## src/rtl/mandel_coord_gen_if.sv

```systemverilog
// Sample stream from the coordinate generator to the Mandelbrot calculator.
// Latency: none (wires only). Backpressure: out_ready from the slave stalls the master.
// Ports: out_valid/out_ready handshake, real_part/imaginary_part (Q4.28), pixel_x/pixel_y, last.
`timescale 1ns/1ps
interface mandel_coord_gen_if #(
  parameter int XW = 5,
  parameter int YW = 5
);
  logic          out_valid;
  logic          out_ready;
  logic [31:0]   real_part;
  logic [31:0]   imaginary_part;
  logic [XW-1:0] pixel_x;
  logic [YW-1:0] pixel_y;
  logic          last;

  modport master (
    output out_valid, real_part, imaginary_part, pixel_x, pixel_y, last,
    input  out_ready
  );

  modport slave (
    input  out_valid, real_part, imaginary_part, pixel_x, pixel_y, last,
    output out_ready
  );
endinterface

```

## src/rtl/mandel_coord_gen.sv

```systemverilog
// Raster-scan source of complex samples c = real + j*imag (signed Q4.28), one per pixel.
// Latency: first sample valid 1 cycle after start; 1 sample/cycle while out_ready stays high.
// Backpressure: out_ready low holds every output stable; a valid sample is never retracted.
// Ports: clk, reset (async, active-low), start, busy, frame_done, out (sample stream, master).
// Optional macro COORD_LOAD_EN adds cfg_x_start/cfg_y_start/cfg_step, captured on start in IDLE.
`timescale 1ns/1ps
module mandel_coord_gen #(
  parameter int          H_ACTIVE = 32,
  parameter int          V_ACTIVE = 24,
  parameter logic [31:0] X_START  = 32'hE000_0000,
  parameter logic [31:0] Y_START  = 32'h1200_0000,
  parameter logic [31:0] X_STEP   = 32'h0180_0000,
  parameter logic [31:0] Y_STEP   = 32'h0180_0000,
  localparam int         XW       = $clog2(H_ACTIVE),
  localparam int         YW       = $clog2(V_ACTIVE)
) (
  input  logic               clk,
  input  logic               reset,
  input  logic               start,
`ifdef COORD_LOAD_EN
  input  logic [31:0]        cfg_x_start,
  input  logic [31:0]        cfg_y_start,
  input  logic [31:0]        cfg_step,
`endif
  output logic               busy,
  output logic               frame_done,
  mandel_coord_gen_if.master out
);

  localparam logic [XW-1:0] X_LAST = XW'(H_ACTIVE - 1);
  localparam logic [YW-1:0] Y_LAST = YW'(V_ACTIVE - 1);

  typedef enum logic [1:0] {
    IDLE = 2'd0,
    RUN  = 2'd1,
    DONE = 2'd2
  } state_t;

  state_t        state;
  state_t        state_next;

  logic [31:0]   re_acc;
  logic [31:0]   im_acc;
  logic [XW-1:0] x_cnt;
  logic [YW-1:0] y_cnt;

  // Origin loaded on start, origin used at each row wrap, and the two steps.
  logic [31:0]   load_x;
  logic [31:0]   load_y;
  logic [31:0]   x_org;
  logic [31:0]   step_x;
  logic [31:0]   step_y;

  logic          xfer;
  logic          x_end;
  logic          y_end;
  logic          launch;

  assign launch = (state == IDLE) && start;
  assign xfer   = out.out_valid && out.out_ready;
  assign x_end  = (x_cnt == X_LAST);
  assign y_end  = (y_cnt == Y_LAST);

`ifdef COORD_LOAD_EN
  // The frame's origin/step are frozen at start so the cfg inputs may change mid-frame.
  logic [31:0] x_org_q;
  logic [31:0] step_q;

  always_ff @(posedge clk or negedge reset) begin
    if (!reset) begin
      x_org_q <= '0;
      step_q  <= '0;
    end else if (launch) begin
      x_org_q <= cfg_x_start;
      step_q  <= cfg_step;
    end
  end

  assign load_x = cfg_x_start;
  assign load_y = cfg_y_start;
  assign x_org  = x_org_q;
  assign step_x = step_q;
  assign step_y = step_q;
`else
  assign load_x = X_START;
  assign load_y = Y_START;
  assign x_org  = X_START;
  assign step_x = X_STEP;
  assign step_y = Y_STEP;
`endif

  // State register
  always_ff @(posedge clk or negedge reset) begin
    if (!reset) begin
      state <= IDLE;
    end else begin
      state <= state_next;
    end
  end

  // Next-state logic; start is only looked at in IDLE, so it never queues.
  always_comb begin
    state_next = state;
    case (state)
      IDLE:    if (start) state_next = RUN;
      RUN:     if (xfer && x_end && y_end) state_next = DONE;
      DONE:    state_next = IDLE;
      default: state_next = IDLE;
    endcase
  end

  // Coordinate accumulators: add/sub only, 32-bit wrap on overflow.
  // After the final transfer the counters simply hold; DONE ends the frame.
  always_ff @(posedge clk or negedge reset) begin
    if (!reset) begin
      re_acc <= '0;
      im_acc <= '0;
      x_cnt  <= '0;
      y_cnt  <= '0;
    end else if (launch) begin
      re_acc <= load_x;
      im_acc <= load_y;
      x_cnt  <= '0;
      y_cnt  <= '0;
    end else if (xfer) begin
      if (!x_end) begin
        x_cnt  <= x_cnt + XW'(1);
        re_acc <= re_acc + step_x;
      end else if (!y_end) begin
        x_cnt  <= '0;
        re_acc <= x_org;
        y_cnt  <= y_cnt + YW'(1);
        im_acc <= im_acc - step_y;
      end
    end
  end

  assign out.out_valid      = (state == RUN);
  assign out.real_part      = re_acc;
  assign out.imaginary_part = im_acc;
  assign out.pixel_x        = x_cnt;
  assign out.pixel_y        = y_cnt;
  assign out.last           = x_end && y_end && out.out_valid;
  assign busy               = (state == RUN);
  assign frame_done         = (state == DONE);

endmodule

```

## src/flat_wrapper.sv

```systemverilog
// flat-port wrapper written by rule: the top's interface ports become plain ports
module mandel_coord_gen_flat 
#(
  parameter int          H_ACTIVE = 32,
  parameter int          V_ACTIVE = 24,
  parameter logic [31:0] X_START  = 32'hE000_0000,
  parameter logic [31:0] Y_START  = 32'h1200_0000,
  parameter logic [31:0] X_STEP   = 32'h0180_0000,
  parameter logic [31:0] Y_STEP   = 32'h0180_0000,
  localparam int         XW       = $clog2(H_ACTIVE),
  localparam int         YW       = $clog2(V_ACTIVE)
)
  (clk, reset, start, busy, frame_done, out_out_valid, out_real_part, out_imaginary_part, out_pixel_x, out_pixel_y, out_last, out_out_ready);
  mandel_coord_gen_if #(.XW(($clog2((32)))), .YW(($clog2((24))))) out_i ();
  input  logic clk;
  input  logic reset;
  input  logic start;
  output logic busy;
  output logic frame_done;
  output wire logic [$bits(out_i.out_valid)-1:0] out_out_valid;
  output wire logic [$bits(out_i.real_part)-1:0] out_real_part;
  output wire logic [$bits(out_i.imaginary_part)-1:0] out_imaginary_part;
  output wire logic [$bits(out_i.pixel_x)-1:0] out_pixel_x;
  output wire logic [$bits(out_i.pixel_y)-1:0] out_pixel_y;
  output wire logic [$bits(out_i.last)-1:0] out_last;
  input wire logic [$bits(out_i.out_ready)-1:0] out_out_ready;
  assign out_out_valid = out_i.out_valid;
  assign out_real_part = out_i.real_part;
  assign out_imaginary_part = out_i.imaginary_part;
  assign out_pixel_x = out_i.pixel_x;
  assign out_pixel_y = out_i.pixel_y;
  assign out_last = out_i.last;
  assign out_i.out_ready = out_out_ready;
  mandel_coord_gen #(.H_ACTIVE(H_ACTIVE), .V_ACTIVE(V_ACTIVE), .X_START(X_START), .Y_START(Y_START), .X_STEP(X_STEP), .Y_STEP(Y_STEP)) u_core (.clk(clk), .reset(reset), .start(start), .busy(busy), .frame_done(frame_done), .out(out_i));
endmodule
```

## config.mk

```make
export PLATFORM = sky130hd
export DESIGN_NAME = mandel_coord_gen_flat
export DESIGN_NICKNAME = d
export VERILOG_FILES = /design/src/rtl/mandel_coord_gen_if.sv /design/src/rtl/mandel_coord_gen.sv /design/src/flat_wrapper.sv
export SDC_FILE = /design/constraint.sdc
export NUM_CORES = 1
export LEC_CHECK = 0
export BUFFER_PORTS_ARGS = -buffer_cell sky130_fd_sc_hd__buf_4
export CAP_MARGIN = 15
export CELL_PAD_IN_SITES_DETAIL_PLACEMENT = 0
export CELL_PAD_IN_SITES_GLOBAL_PLACEMENT = 1
export CORE_AREA = 2 2 78 80
export CTS_CLUSTER_DIAMETER = 100
export DETAILED_ROUTE_END_ITERATION = 8
export DIE_AREA = 0 0 80 82
export GPL_ROUTABILITY_DRIVEN = 0
export PLACE_DENSITY_LB_ADDON = 0.25
export SLEW_MARGIN = 15
export SYNTH_ARGS = -nofsm -noshare
export SYNTH_HDL_FRONTEND = slang
export SYNTH_SLANG_ARGS = --single-unit
```

## constraint.sdc

```tcl
create_clock -name clk -period 3 [get_ports clk]
set_clock_uncertainty 0.2 [all_clocks]
set_input_delay 0.6 -clock clk [delete_from_list [all_inputs] [get_ports clk]]
set_output_delay 0.6 -clock clk [all_outputs]
set_load 0.02 [all_outputs]
```

==> results of run 1 <==
layout make-up:
cell class	instances	area (µm²)	area share
flip-flops and latches	30	751	0.342
repair buffers	38	285	0.130
well taps	75	93.8	0.0428
multi-input cells	169	962	0.438
inverters	3	11.3	0.00513
clock inverters	1	5.00	0.00228
clock buffers	7	86.3	0.0393
final timing paths:
| check | startpoint | to | slack [ns] | depth (start not counted) |
|---|---|---|---|---|
| max | u_core.out.pixel_x[0]$_DFFE_PN0P_ | u_core.out.imaginary_part[31]$_DFFE_PN0P_ | 0.38 | 7 |
| min reg2reg | u_core.out.imaginary_part[27]$_DFFE_PN0P_ | u_core.out.imaginary_part[27]$_DFFE_PN0P_ | 0.35 | 1 |
| max in group asynchronous | reset | u_core.out.imaginary_part[23]$_DFFE_PN0P_ | 2.27 | 1 |
| min | reset | u_core.out.pixel_x[3]$_DFFE_PN0P_ | 0.04 | 1 |
| max reg2reg | u_core.out.pixel_x[0]$_DFFE_PN0P_ | u_core.out.imaginary_part[31]$_DFFE_PN0P_ | 0.38 | 7 |
| min in group clk | u_core.out.imaginary_part[27]$_DFFE_PN0P_ | u_core.out.imaginary_part[27]$_DFFE_PN0P_ | 0.35 | 1 |
cell families (layout without fill, tap and decap cells):
group / count (synthesis) / after routing / synth area share
other cells: 1 / 46 / 0.00194
xor+xnor: 5 / 5 / 0.0227
fa+ha+maj: 6 / 6 / 0.0389
flops: 30 / 30 / 0.389
mux: 7 / 7 / 0.0363
simple gates: 71 / 71 / 0.206
buf+inv: 55 / 49 / 0.203
compound gates: 34 / 34 / 0.102
per-stage QoR:
| stage | total power [W] | util | setup WS, ns |
|---|---|---|---|
| floorplan | 0.000966 | - | 0.340 |
| global placement | 0.00112 | 0.365 | 0.304 |
| detailed placement | 0.00113 | 0.365 | 0.249 |
| CTS | 0.00148 | 0.381 | 0.228 |
| global route | 0.00158 | 0.382 | 0.188 |
| finish | 0.00146 | 0.382 | 0.383 |
layer usage:
metal	global-route usage	vias to the layer above	wire [µm]
li1	-	714	-
met1	0.158	702	1750
met3	0.0396	7	252
met5	0	-	0
met2	0.205	42	1880
met4	0.0508	0	57
where the power goes:
part	internal (W)	switching, W	leakage, nW
Combinational	0.000210	0.000310	0.650
Clock	0.000185	0.000154	0.0482
Sequential	0.000489	0.000108	0.375
layout by cell type, fill, tap and decap left out, types with 2 or more instances in the layout:
cell,n
clkbuf_8,6
mux2i_1,7
and3_1,2
inv_1,3
o21ai_0,12
dfrtp_1,30
nand4_1,3
nor2_1,17
ha_1,6
o31ai_1,3
or4_1,2
conb_1,46
nand2_1,13
and4b_1,2
nand4b_1,3
xnor2_1,5
nor2b_1,2
or3_1,11
nand3_1,6
or2_2,2
buf_4,38
nor4_1,2
a21oi_1,13
state kept, by name, summed over array words and instances (netlist names):
signal	count
u_core.out.real_part	9
u_core.out.pixel_y	5
u_core.out.imaginary_part	9
u_core.state	2
u_core.out.pixel_x	5
==> flow_summary.yaml, run 1 <==
detailed_routing:
  drt-vias-per-instance: 4.54
  detail_route.iter0.violations: 38
  drt-pass1-iter-count: 4
  drcViolationCount: 0
  route.final.wire_length_um: 3930
  drt.antenna.violating_nets: 0
  detail_route.wl_per_cell_um: 12.2
  dr_total_vias: 1465
yosys:
  async_reset_ff_frac: 1.00
  yosys_register_bits: 30
  number_of_enable_flip_flop_cells_after_synthesis: 0
  synth.lib_cells_used.distinct: 38
  netlist.top_cell.by_area: "dfrtp_1"
  postSynthAreaPerCell_um2: 9.24
  dominantRegCellSynth: "dfrtp_1"
  synth_common_cells: "buf_4, dfrtp_1, nor2_1, a21oi_1, nand2_1"
  synth_top_area_share: 0.389
  yosysWarnings: 0
  syn-instance-count: 209
  synth_seq_area_share: 0.389
  top_count_cell_post_synth: "buf_4"
  yosys-top-cells-area: "dfrtp_1, buf_4, ha_1, mux2i_1, or3_1"
  syn-cell-area_mm2: 0.00193
setup_path:
  cell_with_the_largest_stage_delay_on_the_worst_path: "or4_4"
  critPathArrivalTime_ns: 2.62
  kind_of_cell_adding_the_most_delay_to_the_critical_path: "simple AND/OR/NAND/NOR gates"
  setup.worst_path.start_class: "register"
  critical_path.endpoint_type: "register"
  cp_max_fo: 5
  required_ns: 3.01
  critPathBufInv: 0
  crit_top_cell: "ha_1"
  largest_stage_delay_worst_path_ns: 0.53
  cp_cell_sequence: "ha_1 -> and3_1 -> ha_1 -> nand4b_1 -> or4_4 -> or4_1 -> a21oi_1"
  critical_path_class: "register to register"
floorplanning:
  die-height_um: 82
  floorplan.initialDensity: 0.336
  die_w_um: 80
  ios: 82
  placement_rows: 28
  fp.dieArea_mm2: 0.00656
  core_region_area_mm2: 0.00575
clock_network:
  root_buffer: "clkbuf_8"
  clk_pin_slew_ns: 0.07
  cts.repair.resized: 0
  clock_latency_ns: 0.29
  tritoncts: "done"
  numClockSinks: 30
  cts_hold_buffers: 0
  clockBufferDepth: 2
  tritoncts.num_buffers: 5
  cts_setup_buffers: 0
  htree_num_levels: 2
cells_and_area:
  design.final.nets: 257
  final_design_area_no_fill_mm2: 0.00219
  final_cells: 323
  num_antenna_cells: 0
  layout-drive-gt1-share: 0.202
  area_delta_synth_final_pct: 13.7
  fill_cells: 631
grt:
  track_usage: 0.127
  globalRoute.totalOverflow: 0
  vias_in_the_first_global_route: 1362
  grt_pass1_wl_um: 6370
  antenna_found_initial: 0
  pin_count_of_the_biggest_net_entering_global_routing: 31
pwr:
  power_leakage_nw: 1.07
  max-vdd-ir-drop_uv: 291
  pwr_density_cell_mw_per_mm2: 663
placement:
  port_buffers: 35
  placement.cell_area_mm2: 0.00210
  detailed_place_hpwl_um: 2890
  post-place-cells: 315
sta:
  tightest_slew_ns: 0.640
  timing.setup.tns_ns: 0
  setup_viol: 0
  fmax_mhz: 382
  slew-limit-headroom: 0.573
  finalHoldViolations: 0
  whs_ns: 0.0382
  setup_repair_after_global_routing_missed_its_margin: "false"
  timing.final.crit_share: 0.872
  finalWorstPathRequiredPeriod_ns: 2.62
  maxSlewViolCount: 0
hold_path:
  worst_hold_path_type: "input pin to async pin"
run:
  timing.max_cap.violations: 0
status:
  run_status: "finished, final reports clean"
(Power assumes the default switching activity.)
==> run 2, diff against run 1 <==
==> constraint.sdc (replaced) <==
create_clock -name clk -period 2.8 [get_ports clk]
set_clock_uncertainty 0.2 [all_clocks]
set_input_delay 0.56 -clock clk [delete_from_list [all_inputs] [get_ports clk]]
set_output_delay 0.56 -clock clk [all_outputs]
set_load 0.02 [all_outputs]
==> run 2 against run 1 <==
Effect of this change:
- die area unchanged
- combinational power increased by 11%
- largest power group unchanged
- critical path type unchanged
- total power increased by 8.1%
- maximum frequency increased by 1.4%
- hold slack got worse by 0.035 ns
- critical endpoint unchanged
- global-route usage increased by 0.096 points
- sequential share of layout area decreased by 0.27 points
==> flow_summary.yaml, run 2 (synthesis gave the netlist of run 1 again) <==
grt:
  vias_in_the_first_global_route: 1273
  track_usage: 0.128
  antenna_found_initial: 0
  pin_count_of_the_biggest_net_entering_global_routing: 31
  grt_pass1_wl_um: 6360
  globalRoute.totalOverflow: 0
clock_network:
  htree_num_levels: 2
  cts_hold_buffers: 0
  numClockSinks: 30
  cts.repair.resized: 0
  root_buffer: "clkbuf_8"
  clock_latency_ns: 0.28
  clockBufferDepth: 2
  tritoncts: "done"
  tritoncts.num_buffers: 5
  clk_pin_slew_ns: 0.07
  cts_setup_buffers: 0
setup_path:
  critical_path_class: "register to register"
  critPathBufInv: 0
  critical_path.endpoint_type: "register"
  setup.worst_path.start_class: "register"
  kind_of_cell_adding_the_most_delay_to_the_critical_path: "simple AND/OR/NAND/NOR gates"
  worst-r2r-cell-count: 7
  cp_max_fo: 5
  crit_top_cell: "ha_1"
  setup_slack_of_the_worst_register_to_register_path_ns: 0.22
  cell_with_the_largest_stage_delay_on_the_worst_path: "or4_4"
  cp_cell_sequence: "ha_1 -> and3_1 -> ha_1 -> nand4b_1 -> or4_4 -> or4_1 -> a21oi_1"
  reg2reg_to: "u_core.out.imaginary_part[31]$_DFFE_PN0P_"
  critPathArrivalTime_ns: 2.59
  required_ns: 2.81
  r2r-start: "u_core.out.pixel_x[1]$_DFFE_PN0P_"
  largest_stage_delay_worst_path_ns: 0.53
sta:
  setup_ws_ns: 0.219
  timing.final.crit_share: 0.922
  maxSlewViolCount: 0
  setup_repair_after_global_routing_missed_its_margin: "false"
  slew-limit-headroom: 0.416
  timing.setup.tns_ns: 0
  finalWorstPathRequiredPeriod_ns: 2.58
  setup_viol: 0
  fmax_mhz: 387
  finalHoldViolations: 0
  tightest_slew_ns: 0.870
cells_and_area:
  layout-drive-gt1-share: 0.207
  final_design_area_no_fill_mm2: 0.00221
  area_delta_synth_final_pct: 14.6
  layout_common_cells: "conb_1, buf_4, dfrtp_1"
  layout.cells.most_common: "conb_1"
  num_antenna_cells: 0
  design.final.nets: 260
placement:
  detailed_place_hpwl_um: 2910
  placement.cell_area_mm2: 0.00212
  preCtsSetupSlack_ns: 0.237
  port_buffers: 35
floorplanning:
  ios: 82
  die-height_um: 82
  floorplan.initialDensity: 0.336
  placement_rows: 28
  die_w_um: 80
  core_region_area_mm2: 0.00575
  fp.dieArea_mm2: 0.00656
detailed_routing:
  drt-vias-per-instance: 4.48
  detail_route.wl_per_cell_um: 12.2
  route.final.wire_length_um: 3980
  detail_route.iter0.violations: 45
  drcViolationCount: 0
  drt-pass1-iter-count: 4
  met2_wire_length_um: 1810
  drt.antenna.violating_nets: 0
  routed_metal_1_wire_length_um: 1860
  dr.max_layer_used: "met4"
  met3RoutedLength_um: 256
  dr_total_vias: 1462
pwr:
  max-vdd-ir-drop_uv: 320
  power_leakage_nw: 1.09
  pwr_density_cell_mw_per_mm2: 711
status:
  run_status: "finished, final reports clean"
run:
  timing.max_cap.violations: 0
hold_path:
  worst_hold_path_type: "input pin to async pin"
==> run 2: changes by cell type in the layout (fill, tap and decap cells not counted) <==
cell and delta:
buf_4 +3, a211oi_1 +1, a211oi_2 -1
==> run 2: how the worst max path moves through the flow <==
stage / startpoint / end / slack [ns] / cells after the start
after detailed placement: u_core.out.pixel_x[1]$_DFFE_PN0P_ / u_core.out.imaginary_part[31]$_DFFE_PN0P_ / 0.24 / 7
after global placement: u_core.out.pixel_x[1]$_DFFE_PN0P_ / u_core.out.imaginary_part[31]$_DFFE_PN0P_ / 0.28 / 7
after floorplan: u_core.out.pixel_x[0]$_DFFE_PN0P_ / u_core.out.imaginary_part[31]$_DFFE_PN0P_ / 0.14 / 7
after global routing: u_core.out.pixel_x[1]$_DFFE_PN0P_ / u_core.out.real_part[29]$_DFFE_PN0P_ / 0.01 / 8
final: u_core.out.pixel_x[1]$_DFFE_PN0P_ / u_core.out.imaginary_part[31]$_DFFE_PN0P_ / 0.22 / 7
after CTS: u_core.out.pixel_x[1]$_DFFE_PN0P_ / u_core.out.real_part[29]$_DFFE_PN0P_ / 0.18 / 8
==> run 2: per-layer routing <==
metal,track usage,up-vias
li1,-,722
met1,0.171,684
met2,0.194,49
met3,0.0374,7
met4,0.0508,0
met5,0,-
==> run 2: where the power goes <==
group          total (W)  leakage, nW  switching (W)  internal, W
Clock           0.000358       0.0482       0.000160     0.000198
Combinational   0.000578        0.664       0.000342     0.000236
Sequential      0.000637        0.375       0.000114     0.000523
Total            0.00157         1.09       0.000616     0.000958
==> run 2: stage by stage <==
step	util	instances	hold WS, ns	power (W)
CTS	0.385	326	0.0100	0.00160
floorplan	-	254	0.0644	0.00103
finish	0.385	326	0.00282	0.00157
global route	0.385	326	0.0215	0.00171
global placement	0.369	318	0.320	0.00122
detailed placement	0.369	318	0.322	0.00123
==> run 2: layout make-up <==
cell class                 instances  area, µm²
fill                             602       3530
multi-input combinational        169        957
sequential                        30        751
timing repair buffer              41        308
tap                               75       93.8
clock buffer                       7       86.3
inverter                           3       11.3
clock inverter                     1       5.00
